**config.mk**
```make
export PLATFORM = sky130hd
export DESIGN_NAME = adder_mul_sequencer
export DESIGN_NICKNAME = d
export VERILOG_FILES = /design/src/rtl/adder_mul_sequencer_pkg.sv /design/src/rtl/adder_mul_sequencer_adder.sv /design/src/rtl/adder_mul_sequencer.sv
export SDC_FILE = /design/constraint.sdc
export NUM_CORES = 1
export LEC_CHECK = 0
export CAP_MARGIN = 30
export CELL_PAD_IN_SITES_DETAIL_PLACEMENT = 1
export CELL_PAD_IN_SITES_GLOBAL_PLACEMENT = 1
export CORE_ASPECT_RATIO = 0.75
export CORE_MARGIN = 5
export CORE_UTILIZATION = 38
export CTS_CLUSTER_SIZE = 30
export DETAILED_ROUTE_END_ITERATION = 7
export PLACE_DENSITY = 0.8
export SYNTH_ARGS = -nofsm -noshare
export SYNTH_HDL_FRONTEND = slang
export SYNTH_SLANG_ARGS = --single-unit
```
**constraint.sdc**
```tcl
create_clock -name clk -period 3.4 [get_ports clk]
set_input_delay 0.34 -clock clk [delete_from_list [all_inputs] [get_ports clk]]
set_output_delay 0.34 -clock clk [all_outputs]
set_load 0.005 [all_outputs]
```
**src/rtl/adder_mul_sequencer_pkg.sv**
```systemverilog
// adder_mul_sequencer_pkg: shared states, op codes and sizing helper for the add/multiply sequencer
package adder_mul_sequencer_pkg;
  typedef enum logic [1:0] {IDLE, EXEC, DONE} state_e;
  localparam logic OP_ADD = 1'b0;
  localparam logic OP_MUL = 1'b1;
  function automatic int clog2(input int n);
    int r;
    r = 0;
    for (int v = n - 1; v > 0; v = v >> 1) r++;
    return r;
  endfunction
endpackage

```
**src/rtl/adder_mul_sequencer_adder.sv**
```systemverilog
// ripple_adder_w: WIDTH-bit combinational ripple-carry adder with carry-out
module ripple_adder_w #(
  parameter int WIDTH = 4
) (
  input  logic [WIDTH-1:0] a_i,
  input  logic [WIDTH-1:0] b_i,
  output logic [WIDTH-1:0] sum_o,
  output logic             cout_o
);
  logic [WIDTH:0] c;
  assign c[0] = 1'b0;
  for (genvar i = 0; i < WIDTH; i++) begin : g_fa
    assign sum_o[i]  = a_i[i] ^ b_i[i] ^ c[i];
    assign c[i+1]    = (a_i[i] & b_i[i]) | (c[i] & (a_i[i] ^ b_i[i]));
  end
  assign cout_o = c[WIDTH];
endmodule

```
**src/rtl/adder_mul_sequencer.sv**
```systemverilog
// adder_mul_sequencer: schedules one shared ripple adder for single-pass add or WIDTH-step shift-add multiply
module adder_mul_sequencer
  import adder_mul_sequencer_pkg::*;
#(
  parameter int WIDTH = 4
) (
  input  logic               clk,
  input  logic               rst,
  input  logic               in_valid,
  output logic               in_ready,
  input  logic               in_op,
  input  logic [WIDTH-1:0]   in_a,
  input  logic [WIDTH-1:0]   in_b,
  output logic               out_valid,
  input  logic               out_ready,
  output logic [2*WIDTH-1:0] out_result,
  output logic               out_op,
  output logic               busy
);
  localparam int CW = (clog2(WIDTH) < 1) ? 1 : clog2(WIDTH);
  state_e             state_q, state_d;
  logic               op_q, op_d, out_op_q, out_op_d;
  logic [WIDTH-1:0]   a_q, a_d, hi_q, hi_d, lo_q, lo_d;
  logic [CW-1:0]      cnt_q, cnt_d;
  logic [2*WIDTH-1:0] res_q, res_d;
  logic [WIDTH-1:0]   add_b, sum;
  logic               cout;
  logic [WIDTH:0]     step;
  // Add uses a+lo; multiply accumulates into hi, so only the adder's second operand is muxed
  assign add_b = (op_q == OP_MUL) ? hi_q : lo_q;
  ripple_adder_w #(.WIDTH(WIDTH)) u_add (
    .a_i   (a_q),
    .b_i   (add_b),
    .sum_o (sum),
    .cout_o(cout)
  );
  assign step       = lo_q[0] ? {cout, sum} : {1'b0, hi_q};
  assign in_ready   = (state_q == IDLE);
  assign out_valid  = (state_q == DONE);
  assign busy       = (state_q != IDLE);
  assign out_result = res_q;
  assign out_op     = out_op_q;
  always_comb begin
    state_d  = state_q;
    op_d     = op_q;
    a_d      = a_q;
    hi_d     = hi_q;
    lo_d     = lo_q;
    cnt_d    = cnt_q;
    res_d    = res_q;
    out_op_d = out_op_q;
    unique case (state_q)
      IDLE: if (in_valid) begin
        op_d    = in_op;
        a_d     = in_a;
        hi_d    = '0;
        lo_d    = in_b;
        cnt_d   = '0;
        state_d = EXEC;
      end
      EXEC: if (op_q == OP_ADD) begin
        res_d    = {{(WIDTH-1){1'b0}}, cout, sum};
        out_op_d = op_q;
        state_d  = DONE;
      end else begin
        {hi_d, lo_d} = {step, lo_q[WIDTH-1:1]};
        if (cnt_q == CW'(WIDTH - 1)) begin
          res_d    = {step, lo_q[WIDTH-1:1]};
          out_op_d = op_q;
          state_d  = DONE;
        end else begin
          cnt_d = cnt_q + CW'(1);
        end
      end
      DONE: if (out_ready) state_d = IDLE;
      default: state_d = IDLE;
    endcase
  end
  always_ff @(posedge clk) begin
    if (rst) begin
      state_q  <= IDLE;
      op_q     <= 1'b0;
      a_q      <= '0;
      hi_q     <= '0;
      lo_q     <= '0;
      cnt_q    <= '0;
      res_q    <= '0;
      out_op_q <= 1'b0;
    end else begin
      state_q  <= state_d;
      op_q     <= op_d;
      a_q      <= a_d;
      hi_q     <= hi_d;
      lo_q     <= lo_d;
      cnt_q    <= cnt_d;
      res_q    <= res_d;
      out_op_q <= out_op_d;
    end
  end
endmodule

```
== Yosys cells after proc, flatten, opt, wreduce, memory -nomap -nowiden ==
Index checks and enable logic that the tools add are counted.
Storage, ports and cells
  register bits: 26
  word-level logic and storage cells: 64
  output and inout port bits: 12
  bits of input ports: 13
Cells by class
  $add $sub $neg: 1
  muxes and demuxes: 21
  reductions and logical operators: 8
  bitwise operators: 17
  eq/ne operators: 9
Operator list (number)
  $mux W4: 5
  $mux W8: 2
  $pmux W4 S2: 2
  $mux W2: 7
  $and A1 B1 Y1: 7
  $xor A1 B1 Y1: 7
  $ne A2 B2 Y1 const B: 3
  $pmux W2 S3: 1
  $reduce_and A3 Y1: 2
  $mux W5: 1
  $eq A2 B2 Y1 const B: 2
  $ne A2 B1 Y1 const B: 2
  $pmux W2 S2: 1
  $reduce_and A2 Y1: 2
  $reduce_and A4 Y1: 1
  $reduce_bool A2 Y1: 2
  $ne A3 B3 Y1 const B: 1
  $or A1 B1 Y1: 3
  $add A2 B1 Y2 const B: 1
  $eq A2 B1 Y1 const B: 1
  $logic_not A2 Y1: 1
  $mux W1: 2

== Depth between registers and ports, before layout ==
  depth after elaboration: 11
  depth in mapped cells: 12
  mapped depth without buffers: 10

== Hierarchy ==
Synthesis repeated with hierarchy kept, for this count alone.
Unflattened totals
  cell total of the unflattened synthesis: 149
  area total of the unflattened synthesis: 1347.5 um^2
Modules (own cells, without submodules)
  adder_mul_sequencer: instances 1, cells an instance 135, area an instance 1237.4 um^2, seq. area each 520.5 um^2
  ripple_adder_w: instances 1, cells an instance 14, area an instance 110.1 um^2, seq. area each 0.0 um^2

== Least setup slack after synthesis ==
OpenSTA, ideal clock, no wires.
  path kind: reg2reg
  from: register op_q
  to: register res_q[3] (netlist: out_result[3])
  stages on the path, launching flop included: 13
  path buffers: 2
  clock period less this slack: 2899 ps
  data required time: 3330 ps
  data arrival time: 2829 ps
  slack: 501 ps
  library setup time: 70 ps
  cells stage by stage: dfxtp_1 buf_2 buf_2 mux2_2 ha_1 fa_1 inv_1 fa_1 inv_1 fa_1 nor2_1 a2111o_1 a21oi_1
On the way
  cells in the longest elaborated chain, start to end: 8
  elaborated cells on any way between the ends: 18
  classes of those cells: eq/ne: 1; mux: 4; bitwise: 12; reduce/logical: 1
RTL lines
  start: declaration: line adder_mul_sequencer.sv:22  | logic op_q, op_d, out_op_q, out_op_d;
  start signal: assignment: line adder_mul_sequencer.sv:91  | op_q <= op_d;
  $mux W4: line adder_mul_sequencer.sv:30  | assign add_b = (op_q == OP_MUL) ? hi_q : lo_q;
  $and A1 B1 Y1 or $xor A1 B1 Y1 (tied branches): line adder_mul_sequencer_adder.sv:14  | assign c[i+1] = (a_i[i] & b_i[i]) | (c[i] & (a_i[i] ^ b_i[i]));
  $and A1 B1 Y1: line adder_mul_sequencer_adder.sv:14
  $or A1 B1 Y1: line adder_mul_sequencer_adder.sv:14
  $and A1 B1 Y1: line adder_mul_sequencer_adder.sv:14
  $or A1 B1 Y1: line adder_mul_sequencer_adder.sv:14
  $xor A1 B1 Y1: line adder_mul_sequencer_adder.sv:13  | assign sum_o[i] = a_i[i] ^ b_i[i] ^ c[i];
  $mux W8: line adder_mul_sequencer.sv:61  | EXEC: if (op_q == OP_ADD) begin
  end signal: assignment: line adder_mul_sequencer.sv:96  | res_q <= res_d;
  end: declaration: line adder_mul_sequencer.sv:25  | logic [2*WIDTH-1:0] res_q, res_d;
Parallel ways exist; a longest one is shown, timed or not. The select of a mux whose other input is x is not followed.
A chain may end at the register's enable or synchronous reset.

== Final worst setup path ==
  from: register lo_q[0]
  to: register res_q[3] (netlist: out_result[3])
On the way
  cells in the longest elaborated chain, start to end: 8
  elaborated cells on any way between the ends: 11
  classes of those cells: mux: 4; bitwise: 7
RTL lines
  start: declaration: line adder_mul_sequencer.sv:23  | logic [WIDTH-1:0] a_q, a_d, hi_q, hi_d, lo_q, lo_d;
  start signal: assignment: line adder_mul_sequencer.sv:94  | lo_q <= lo_d;
  $mux W4: line adder_mul_sequencer.sv:30
  $and A1 B1 Y1 (2 in series): line adder_mul_sequencer_adder.sv:14
  $or A1 B1 Y1: line adder_mul_sequencer_adder.sv:14
  $and A1 B1 Y1: line adder_mul_sequencer_adder.sv:14
  $or A1 B1 Y1: line adder_mul_sequencer_adder.sv:14
  $xor A1 B1 Y1: line adder_mul_sequencer_adder.sv:13
  $mux W8 (*): line adder_mul_sequencer.sv:61
Every way passes the cells marked *; elsewhere a longest branch is shown, timed or not. The select of a mux whose other input is x is not followed.

==> run_results.csv <==
group,metric,value,unit
grt,met3_usage,4.09,%
logic_synthesis,synth.yosys.warnings,0,
power_and_ir_drop,power_density,407,nW/um^2
grt,grt_util_met1,21.8,%
power_and_ir_drop,leakage,0.602,nW
drt,drt_pass1_iterations,4,
logic_synthesis,number_of_instances_in_the_synthesized_netlist,148,
timing,finalCriticalPeriod,2.69,ns
critical_path,worst_path_most_repeated_cell,"sky130_fd_sc_hd__fa_1",
clock_network,cts_tree,"yes",
timing,worst_rel_slew_slack,55.7,%
clock_network,clockRootBuffer,"sky130_fd_sc_hd__clkbuf_8",
status,outcome,"completed",
floorplanning,floorplan.die.height,61.3,um
logic_synthesis,synth_area_leader_cell,"sky130_fd_sc_hd__dfxtp_1",
clock_network,clock_tree.buffer_depth,2,
finish,filler_free_cell_count_of_the_finished_design,206,
clock_network,worstSkewPairLatency,0.27,ns
grt,global_route.usage.total,15.7,%
drt,route.final.wire_length,3450,um
critical_path,cp_data_arrival_time,2.91,ns
floorplanning,std_cell_rows,18,
drt,wl_per_cell,16.7,um
critical_path,critPathLaunchType,"flip-flop",
clock_network,cts_htree_levels,1,
finish,area_delta_synth_final,22.1,%
grt,globalRoute.totalOverflow,0,
timing,period_share,79.2,%
drt,drc,0,
timing,report.final.hold_viol_count,0,
grt,global_route.usage.met2,25.7,%
critical_path,critPathTopFamily,"adder cells",
clock_network,tritoncts.num_buffers,3,
timing,finClkSkew,0.00372,ns
placement,finalWeightedCongestion,0.861,
placement,placement.io_buffers,24,
grt,grt_pass1_vias,1157,
drt,vias,1145,
finish,final_layout_size_suffix_gt1_share,9.64,%
timing,drv_slew,0,
placement,placed_instances,202,
critical_path,worstSetupPathType,"reg2reg",
logic_synthesis,syn_area,1330,sq um
critical_path,max_stage_delay_cell_worst_path,"sky130_fd_sc_hd__fa_1",
grt,antenna_violations_before_repair,0,
critical_path,timing.critical_path.fanout_max,9,
logic_synthesis,synth_edf_count,0,
critical_path,end_kind,"flip-flop",
floorplanning,dieArea,4800,sq um
worst_hold_path,hold_path_class,"reg2reg",
logic_synthesis,avgSynthCellArea,9.00,sq um
timing,total_negative_setup_slack,0,ns
timing,maxClockFrequency,371,MHz
grt,top_usage_layer,"met2",
drt,drt_first_iter_violations,104,
job,max_cap_viol_count,0,
floorplanning,chipWidth,78.4,um
logic_synthesis,synth_seq_area_share,39.1,%
clock_network,cts.repair.resized,0,
timing,grt_setup_unrepaired,"false",
finish,antenna_cells,0,
logic_synthesis,post_synthesis_sequential_element_count,26,
timing,setup_slack_of_the_critical_path_after_layout,0.707,ns
logic_synthesis,synthesis.nets,166,
drt,antenna_violating_nets_post_route,0,
critical_path,cp.required,3.61,ns
critical_path,worst_stage_delay_on_the_critical_path,0.50,ns
clock_network,worst_setup_hold_path_clk_slew,0.09,ns
logic_synthesis,yosysUniqueCellTypes,40,
placement,detailed_place_hpwl,2660,um
clock_network,clkSinkCount,26,
timing,setup_viol_count_final,0,
critical_path,path_buf_inv,2,
floorplanning,top_level_ports,25,
clock_network,post_cts_buffers,0,
grt,maximum_number_of_pins_on_one_net_before_global_route_repair,20,
logic_synthesis,synth_flop_cell,"sky130_fd_sc_hd__dfxtp_1",
floorplanning,coreArea,3330,sq um
logic_synthesis,yosys.area.top_type_share,39.1,%
grt,first_pass_grt_wire_length,5900,um
drt,avgViaCountPerCell,5.56,
clock_network,hold_buffers,0,
placement,post-place-ws,0.707,ns
finish,fin_nets,185,
logic_synthesis,asyncSetResetFlopFracSynth,0,%
timing,worst_pin_slew,0.663,ns
power_and_ir_drop,ir_drop,0.226,mV
floorplanning,starting_density,40.0,%
logic_synthesis,ys_top_cells_by_area,"sky130_fd_sc_hd__dfxtp_1 (39%), sky130_fd_sc_hd__a21oi_1 (6.0%), sky130_fd_sc_hd__fa_1 (4.5%), sky130_fd_sc_hd__mux2i_1 (4.5%), sky130_fd_sc_hd__nand2_1 (3.7%)",
critical_path,path_cells,"mux2_2 > ha_1 > fa_1 > inv_1 > fa_1 > inv_1 > fa_1 > nor2_1 > a2111o_1 > a21oi_1",
where the power goes:
part	switching [mW]	internal (mW)	total (mW)
registers	0.0162	0.319	0.335
clock network	0.0984	0.104	0.202
logic	0.0622	0.0623	0.125
layout by cell type (no fill, tap or decap), drive strengths merged, types with 3 or more instances in the layout:
| master | netlist | final |
|---|---|---|
| dfxtp | 26 | 26 |
| clkdlybuf4s50 | 0 | 24 |
| a21oi | 16 | 16 |
| nand2 | 13 | 13 |
| o21ai | 8 | 8 |
| inv | 7 | 7 |
| mux2i | 6 | 6 |
| nand2b | 5 | 5 |
| nor2 | 5 | 5 |
| nand3 | 5 | 5 |
| mux2 | 4 | 4 |
| nor3 | 4 | 4 |
| clkbuf | 5 | 4 |
| fa | 3 | 3 |
metal layers:
metal  up-vias  routed length, um
met4         0                 10
li1        572                  -
met2        27               1580
met3         3                154
met5         -                  0
met1       543               1700
path summary, 6_finish.rpt:
path / from / endpoint / slack (ns) / depth (start not counted)
worst max-delay path: lo_q[0] / out_result[3] / 0.71 / 10
worst min-delay path: a_q[2] / a_q[2] / 0.47 / 2
worst max register to register: lo_q[0] / out_result[3] / 0.71 / 10
worst min register to register: a_q[2] / a_q[2] / 0.47 / 2
state kept, by name, summed over array words and instances (netlist names):
signal,flops
hi_q,4
a_q,4
lo_q,4
out_op,1
out_result,8
cnt_q,2
op_q,1
state_q,2
through the flow:
stage | utilization, % | power [mW] | instance area [sq um] | hold WS [ns]
6_report | 48.8 | 0.662 | 1630 | 0.473
5_1_grt | 48.8 | 0.697 | 1630 | 0.496
4_1_cts | 48.8 | 0.670 | 1630 | 0.476
3_5_place_dp | 47.1 | 0.468 | 1570 | 0.463
3_3_place_gp | 47.1 | 0.460 | 1570 | 0.447
2_1_floorplan | - | 0.420 | 1330 | 0.436
tightest hold or removal path: stages (launching register included):
cell and delay [ns]:
sky130_fd_sc_hd__dfxtp_1 0.32, sky130_fd_sc_hd__nand2_1 0.06, sky130_fd_sc_hd__a21oi_1 0.05
Yosys cell counts, types with 2 or more instances:
master	n
sky130_fd_sc_hd__clkbuf_1	5
sky130_fd_sc_hd__fa_1	3
sky130_fd_sc_hd__nor2b_1	2
sky130_fd_sc_hd__o22ai_1	2
sky130_fd_sc_hd__buf_6	2
sky130_fd_sc_hd__mux2i_1	6
sky130_fd_sc_hd__a2111o_1	2
sky130_fd_sc_hd__nand2b_1	5
sky130_fd_sc_hd__o21a_1	2
sky130_fd_sc_hd__mux2_2	4
sky130_fd_sc_hd__nor2_1	5
sky130_fd_sc_hd__or2_2	2
sky130_fd_sc_hd__nand3_1	5
sky130_fd_sc_hd__a31o_2	2
sky130_fd_sc_hd__nor3_1	4
sky130_fd_sc_hd__a311oi_1	2
sky130_fd_sc_hd__buf_2	5
sky130_fd_sc_hd__dfxtp_1	26
sky130_fd_sc_hd__o21ai_0	8
sky130_fd_sc_hd__a21oi_1	16
sky130_fd_sc_hd__nand2_1	13
sky130_fd_sc_hd__inv_1	7
sky130_fd_sc_hd__ha_1	2
sky130_fd_sc_hd__a211o_1	2
cells by family after synthesis:
family	Yosys count	synth area share (%)
adder cells (fa/ha/maj)	5	6.38
AND/OR/NAND/NOR	45	18.3
AO/OA/AOI/OAI	43	21.4
multiplexers	10	7.89
buffers and inverters	19	6.95
flip-flops	26	39.1
area by class of cell:
class | instances | area [sq um]
Fill cell | 394 | 1710
Multi-Input combinational cell | 103 | 719
Sequential cell | 26 | 520
Timing Repair Buffer | 26 | 255
Clock buffer | 4 | 55.1
Tap cell | 40 | 50.0
Inverter | 7 | 26.3
Power figures use the tool's default switching activity.
